<file path="config.mk">
export PLATFORM = sky130hd
export DESIGN_NAME = regfile_mp
export DESIGN_NICKNAME = d
export VERILOG_FILES = /design/src/rtl/regfile_pkg.sv /design/src/rtl/regfile_rd_port.sv /design/src/rtl/regfile_mp.sv
export SDC_FILE = /design/constraint.sdc
export NUM_CORES = 2
export LEC_CHECK = 0
export CORE_MARGIN = 2
export CORE_UTILIZATION = 55
export DETAILED_ROUTE_END_ITERATION = 16
export GPL_TIMING_DRIVEN = 0
export PLACE_DENSITY = 0.74
export SYNTH_ARGS = -nofsm -noshare
export SYNTH_HDL_FRONTEND = slang
export SYNTH_SLANG_ARGS = --single-unit
</file>
<file path="constraint.sdc">
create_clock -name clk -period 2 [get_ports clk]
set_clock_uncertainty 0.1 [all_clocks]
set_input_delay 0.3 -clock clk [delete_from_list [all_inputs] [get_ports clk]]
set_output_delay 0.3 -clock clk [all_outputs]
set_load 0.01 [all_outputs]
</file>
<file path="src/rtl/regfile_pkg.sv">
// Shared defaults and types for the multi-port integer register file.
package regfile_pkg;

    localparam int XW_DEF    = 32;
    localparam int NREGS_DEF = 32;

    function automatic int addr_width(input int nregs);
        return (nregs <= 2) ? 1 : $clog2(nregs);
    endfunction

    localparam int AW_DEF = addr_width(NREGS_DEF);

    typedef logic [AW_DEF-1:0] reg_addr_t;
    typedef logic [XW_DEF-1:0] reg_data_t;

    localparam reg_data_t REG_ZERO = '0;

endpackage

</file>
<file path="src/rtl/regfile_rd_port.sv">
// One registered read port: decode, optional write bypass (REGFILE_BYPASS_EN), x0 squash, hold register.
module regfile_rd_port
    import regfile_pkg::*;
#(
    parameter int XW    = XW_DEF,
    parameter int NREGS = NREGS_DEF,
    parameter int AW    = addr_width(NREGS)
) (
    input  logic              clk,
    input  logic              rst_n,
    input  logic              rd_en,
    input  logic [AW-1:0]     rd_addr,
    input  logic [XW-1:0]     mem [NREGS],
    input  logic [NREGS-1:0]  busy_vec,
`ifdef REGFILE_BYPASS_EN
    input  logic [NREGS-1:0]  wr_hit,
    input  logic [XW-1:0]     wr_val [NREGS],
    input  logic [NREGS-1:0]  rsv_hit,
`endif
    output logic [XW-1:0]     rd_data,
    output logic              rd_busy
);

    logic [XW-1:0] data_nxt;
    logic          busy_nxt;

    always_comb begin
        data_nxt = mem[rd_addr];
        busy_nxt = busy_vec[rd_addr];
`ifdef REGFILE_BYPASS_EN
        // A same-cycle reserve keeps the pre-reserve busy instead of the write clear.
        if (wr_hit[rd_addr]) begin
            data_nxt = wr_val[rd_addr];
            busy_nxt = rsv_hit[rd_addr] ? busy_vec[rd_addr] : 1'b0;
        end
`endif
        if (rd_addr == '0) begin
            data_nxt = '0;
            busy_nxt = 1'b0;
        end
    end

    always_ff @(posedge clk or negedge rst_n) begin
        if (!rst_n) begin
            rd_data <= '0;
            rd_busy <= 1'b0;
        end else if (rd_en) begin
            rd_data <= data_nxt;
            rd_busy <= busy_nxt;
        end
    end

endmodule

</file>
<file path="src/rtl/regfile_mp.sv">
// Multi-port register file with x0 hardwired to zero and a per-register busy scoreboard.
// Same-cycle write-to-read forwarding is enabled by defining REGFILE_BYPASS_EN.
module regfile_mp
    import regfile_pkg::*;
#(
    parameter int XW    = XW_DEF,
    parameter int NREGS = NREGS_DEF,
    parameter int NR    = 2,
    parameter int NW    = 1,
    parameter int AW    = addr_width(NREGS)
) (
    input  logic             clk,
    input  logic             rst_n,
    input  logic [NR-1:0]    rd_en_ip,
    input  logic [NR*AW-1:0] rd_addr_ip,
    output logic [NR*XW-1:0] rd_data_op,
    output logic [NR-1:0]    rd_busy_op,
    input  logic [NW-1:0]    wr_en_ip,
    input  logic [NW*AW-1:0] wr_addr_ip,
    input  logic [NW*XW-1:0] wr_data_ip,
    input  logic             rsv_en_ip,
    input  logic [AW-1:0]    rsv_addr_ip
);

    logic [XW-1:0]    x_q [1:NREGS-1];
    logic [NREGS-1:1] busy_q;

    logic [XW-1:0]    mem_view [NREGS];
    logic [NREGS-1:0] busy_vec;
    logic [NREGS-1:0] wr_hit;
    logic [XW-1:0]    wr_val [NREGS];
    logic [NREGS-1:0] rsv_hit;

    always_comb begin
        mem_view[0] = '0;
        for (int i = 1; i < NREGS; i++) mem_view[i] = x_q[i];
    end

    assign busy_vec = {busy_q, 1'b0};

    // Ports are scanned in ascending order so the highest index wins a collision.
    always_comb begin
        logic [AW-1:0] wa;
        wa = '0;
        for (int i = 0; i < NREGS; i++) begin
            wr_hit[i] = 1'b0;
            wr_val[i] = '0;
        end
        for (int p = 0; p < NW; p++) begin
            wa = wr_addr_ip[p*AW +: AW];
            if (wr_en_ip[p]) begin
                wr_hit[wa] = 1'b1;
                wr_val[wa] = wr_data_ip[p*XW +: XW];
            end
        end
        wr_hit[0] = 1'b0;
    end

    always_comb begin
        rsv_hit = '0;
        if (rsv_en_ip && rsv_addr_ip != '0) rsv_hit[rsv_addr_ip] = 1'b1;
    end

    always_ff @(posedge clk or negedge rst_n) begin
        if (!rst_n) begin
            for (int i = 1; i < NREGS; i++) x_q[i] <= '0;
            busy_q <= '0;
        end else begin
            for (int i = 1; i < NREGS; i++) begin
                if (wr_hit[i]) x_q[i] <= wr_val[i];
                if (rsv_hit[i])     busy_q[i] <= 1'b1;
                else if (wr_hit[i]) busy_q[i] <= 1'b0;
            end
        end
    end

    for (genvar r = 0; r < NR; r++) begin : g_rd
        regfile_rd_port #(
            .XW    (XW),
            .NREGS (NREGS),
            .AW    (AW)
        ) u_rd_port (
            .clk      (clk),
            .rst_n    (rst_n),
            .rd_en    (rd_en_ip[r]),
            .rd_addr  (rd_addr_ip[r*AW +: AW]),
            .mem      (mem_view),
            .busy_vec (busy_vec),
`ifdef REGFILE_BYPASS_EN
            .wr_hit   (wr_hit),
            .wr_val   (wr_val),
            .rsv_hit  (rsv_hit),
`endif
            .rd_data  (rd_data_op[r*XW +: XW]),
            .rd_busy  (rd_busy_op[r])
        );
    end

endmodule

</file>
==> summary.txt <==
Outcome
  • Status: finished with violations
  • Failing checks: hold timing, setup timing

Global route
  • Initial antenna violation count: 8
  • Gr usage total: 37.1%
  • Global-route wire length before repair: ~280000 um
  • Vias in the first global route: 40200
  • GRT overflow: 0
  • Largest net degree at the start of global routing: 157

Synthesis
  • Synth warn: 0
  • Sequential share of the synthesized area: 47.8%
  • Number of synthesized flops with an enable pin: 0
  • Post-synth cell types: 43
  • Top FF cell, synth: dfrtp_1
  • Cells after Synth: ~3800
  • Net count after synthesis: between 3000 and 4000
  • Avg Inst Size Synth: 14.9 um^2
  • Synthesized cell area: 57100 um^2
  • #FFs+latches synth: 1089
  • Post-synth ARST share: 100%

Timing
  • Fin worst setup slack: -117 ps
  • Slew @ Worst Pin: 1150 ps
  • Fin. Hold Viols: 101
  • Max-slew violation count: 0
  • Max Clk Rate: between 400 and 500 MHz
  • RSZ-0062 raised after global routing: yes
  • Final worst hold slack: -434 ps
  • Final Setup Violations: 48
  • Period utilization: 106%
  • Crit path time final: about 2100 ps
  • Max_slew headroom: 23.0%

Power and ir drop
  • Total power: 66.3 mW
  • Internal power: 47.4 mW
  • Maximum VDD drop: 0.724 mV
  • Clock Power Share: 33.7%
  • LEAKAGE: 28.5 nW
  • Switching share of total power: between 20% and 30%
  • Logic pwr share: between 20% and 30%
  • Sw power: 18.9 mW
  • Power Density: 1000 nW/um^2
  • Flop pwr share: around 45%

Final layout
  • Multi-input logic area: 28400 um^2
  • # nets final: 4157
  • Commonest cells after routing, fill and taps aside: 1073 x dfrtp_1, 1059 x mux2_2, 463 x mux4_2
  • Area growth syn-to-layout: 15.7%
  • Post-route cell area: 66000 um^2
  • Commonest non-fill, non-tap cell in the layout: dfrtp_1
  • Layout fillers: 7507
  • Share of layout cells above drive strength 1: 51.6%
  • Register area: approximately 27000 um^2

Placed design
  • DP Wirelength: roughly 140000 um
  • PortBufs: 116
  • DP Area: 60400 um^2
  • GP Congestion: slightly above 1

Die
  • Row Count: 118
  • Starting Density: ~55%
  • Die area: 106000 um^2
  • IO Pins: 124
  • Die X: 326 um
  • CORE AREA: 103000 um^2
  • Die Y-Extent: 326 um

Run
  • Max-cap viol count: 0

Clock tree
  • Worst skew pair latency: 720 ps
  • # H-tree levels: 3
  • CTS sink cnt: about 1100
  • Reg clk slew, reported paths: 60 ps
  • CTS Buf Count: approximately 120
  • CTS Hold Bufs: 4
  • CTS tree: built
  • Root Driver: clkbuf_16
  • Clock Path Buffers: 3

Route
  • M1 wire length: 74700 um
  • Final WL: 197000 um
  • Wire length on met3: 24400 um
  • Met2 WL post-DR: 87100 um
  • Wire per inst: ~35 um
  • Uppermost layer routed: met5
  • # DRC: 0
  • Initial drt markers: 4989
  • Final ANT Viol Nets: 0
  • Via count: between 30000 and 40000
  • Vias per cell: 7.07
  • Pre-antenna DRT Iters: 6

Critical path
  • Setup Crit Path Kind: in -> reg
  • Arrival @ worst endpoint: 2640 ps
  • FF-to-FF End: g_rd[1].u_rd_port.rd_data[17]
  • Worst Path Required: about 2500 ps
  • R2R setup slack: 10 ps
  • Worst Path Max Fanout: 10
  • Reg-to-reg startpoint: mem_view[689]
  • Worst setup SP type: input port
  • CP Capture Type: flip-flop
  • Worst Reg2Reg Path Length in Cells: 5

Hold path
  • Tightest Hold Check Type: in -> async
-- power by group through the flow --
stage / registers, mW / logic (mW) / clock network (mW)
2_1_floorplan: 28.7 / 9.68 / 0
3_3_place_gp: 29.7 / 12.8 / 0
6_report: 29.7 / 14.3 / 22.4
4_1_cts: 29.5 / 13.8 / 22.4
5_1_grt: 30.1 / 15.0 / 23.3
3_5_place_dp: 29.8 / 13.5 / 0
-- routing by layer --
metal | vias to the layer above | GRT usage (%)
li1 | 15400 | -
met2 | 2468 | 54.1
met4 | 10 | 18.4
met5 | - | 0
met1 | 20900 | 49.9
met3 | 627 | 12.7
-- critical path: stages --
cell and delay (ps):
dlygate4sd2_1 480, clkbuf_8 360, clkbuf_4 400, buf_2 380, nand3_1 160, o311ai_2 180
nor2_1 180, o22ai_1 170
-- stage by stage --
stage	setup slack, ps	TNS [ps]	util (%)	std cells
finish	-117	-2000	64.0	5581
global route	-46.4	-513	64.0	5574
CTS	-160	-8970	63.6	5572
detailed placement	-2880	-2100620	58.5	5329
global placement	-49300	-	58.2	5319
floorplan	-17.3	-385	-	3823
-- cell usage after synthesis (2+ instances only) --
cell	count	area, um^2
nor3b_1	11	82.6
nand2_1	54	203
nor2_1	85	319
buf_2	57	285
o221ai_1	24	210
nor3_1	6	30.0
and3_1	2	12.5
a22o_1	15	131
buf_6	22	248
a211oi_1	69	518
dfrtp_1	1089	27300
nand3b_1	9	67.6
buf_12	2	40.0
buf_4	46	345
nor4_1	2	12.5
a21oi_1	5	25.0
a221oi_1	66	578
mux2i_1	86	861
or3b_2	2	17.5
o311ai_0	32	280
clkbuf_1	239	897
and3b_1	2	17.5
o22ai_1	36	225
o41ai_1	8	70.1
o21ai_0	32	160
mux2_2	1059	11900
a211o_1	30	263
buf_1	49	184
or2_2	4	25.0
mux4_2	463	10400
nand3_1	38	190
nor2b_1	74	463
nand2b_1	13	81.3
inv_1	28	105
a2111oi_0	32	280
a31oi_1	25	156
-- final cells by class --
class / count / share of cell area, %
Multi-Input combinational cell: 2290 / 43.0
Sequential cell: 1089 / 41.3
Clock buffer: 163 / 4.98
Buffer: 408 / 4.03
Timing Repair Buffer: 167 / 2.97
Tap cell: 1380 / 2.61
Clock inverter: 49 / 0.896
Inverter: 28 / 0.159
Antenna cell: 7 / 0.0265
-- timing repair --
item | in CTS | in global routing
pin swaps | 19 | 7
cloned | 6 | 4
hold endpoints to repair | 360 | 100
setup endpoints to repair | 1536 | 844
resized for setup | 428 | 112
buffers inserted | 24 | 3
-- worst max path at each step --
stage	from	to	depth (start not counted)
2_1_floorplan	rd_addr_ip[0]	g_rd[0].u_rd_port.rd_data[24]	8
3_3_place_gp	rst_n	mem_view[646]	1
3_5_place_dp	rd_addr_ip[6]	g_rd[1].u_rd_port.rd_data[25]	7
4_1_cts	g_rd[1].u_rd_port.rd_data[31]	rd_data_op[63]	1
5_1_grt	wr_addr_ip[1]	mem_view[921]	6
6_report	rd_addr_ip[7]	g_rd[1].u_rd_port.rd_data[17]	8
-- registers in the layout, summed over array words and instances (netlist names) --
name,flops
mem_view,992
busy_q,31
g_rd.u_rd_port.rd_data,64
g_rd.u_rd_port.rd_busy,2
-- cell families (layout without fill, tap and decap cells) --
logic type | Yosys count | after routing | synth area share (%)
compound gates | 378 | 378 | 5.16
simple gates | 304 | 304 | 2.69
flops | 1089 | 1089 | 47.8
other cells | 0 | 7 | 0
mux | 1608 | 1608 | 40.7
buf+inv | 444 | 815 | 3.71
(Power assumes the default switching activity.)
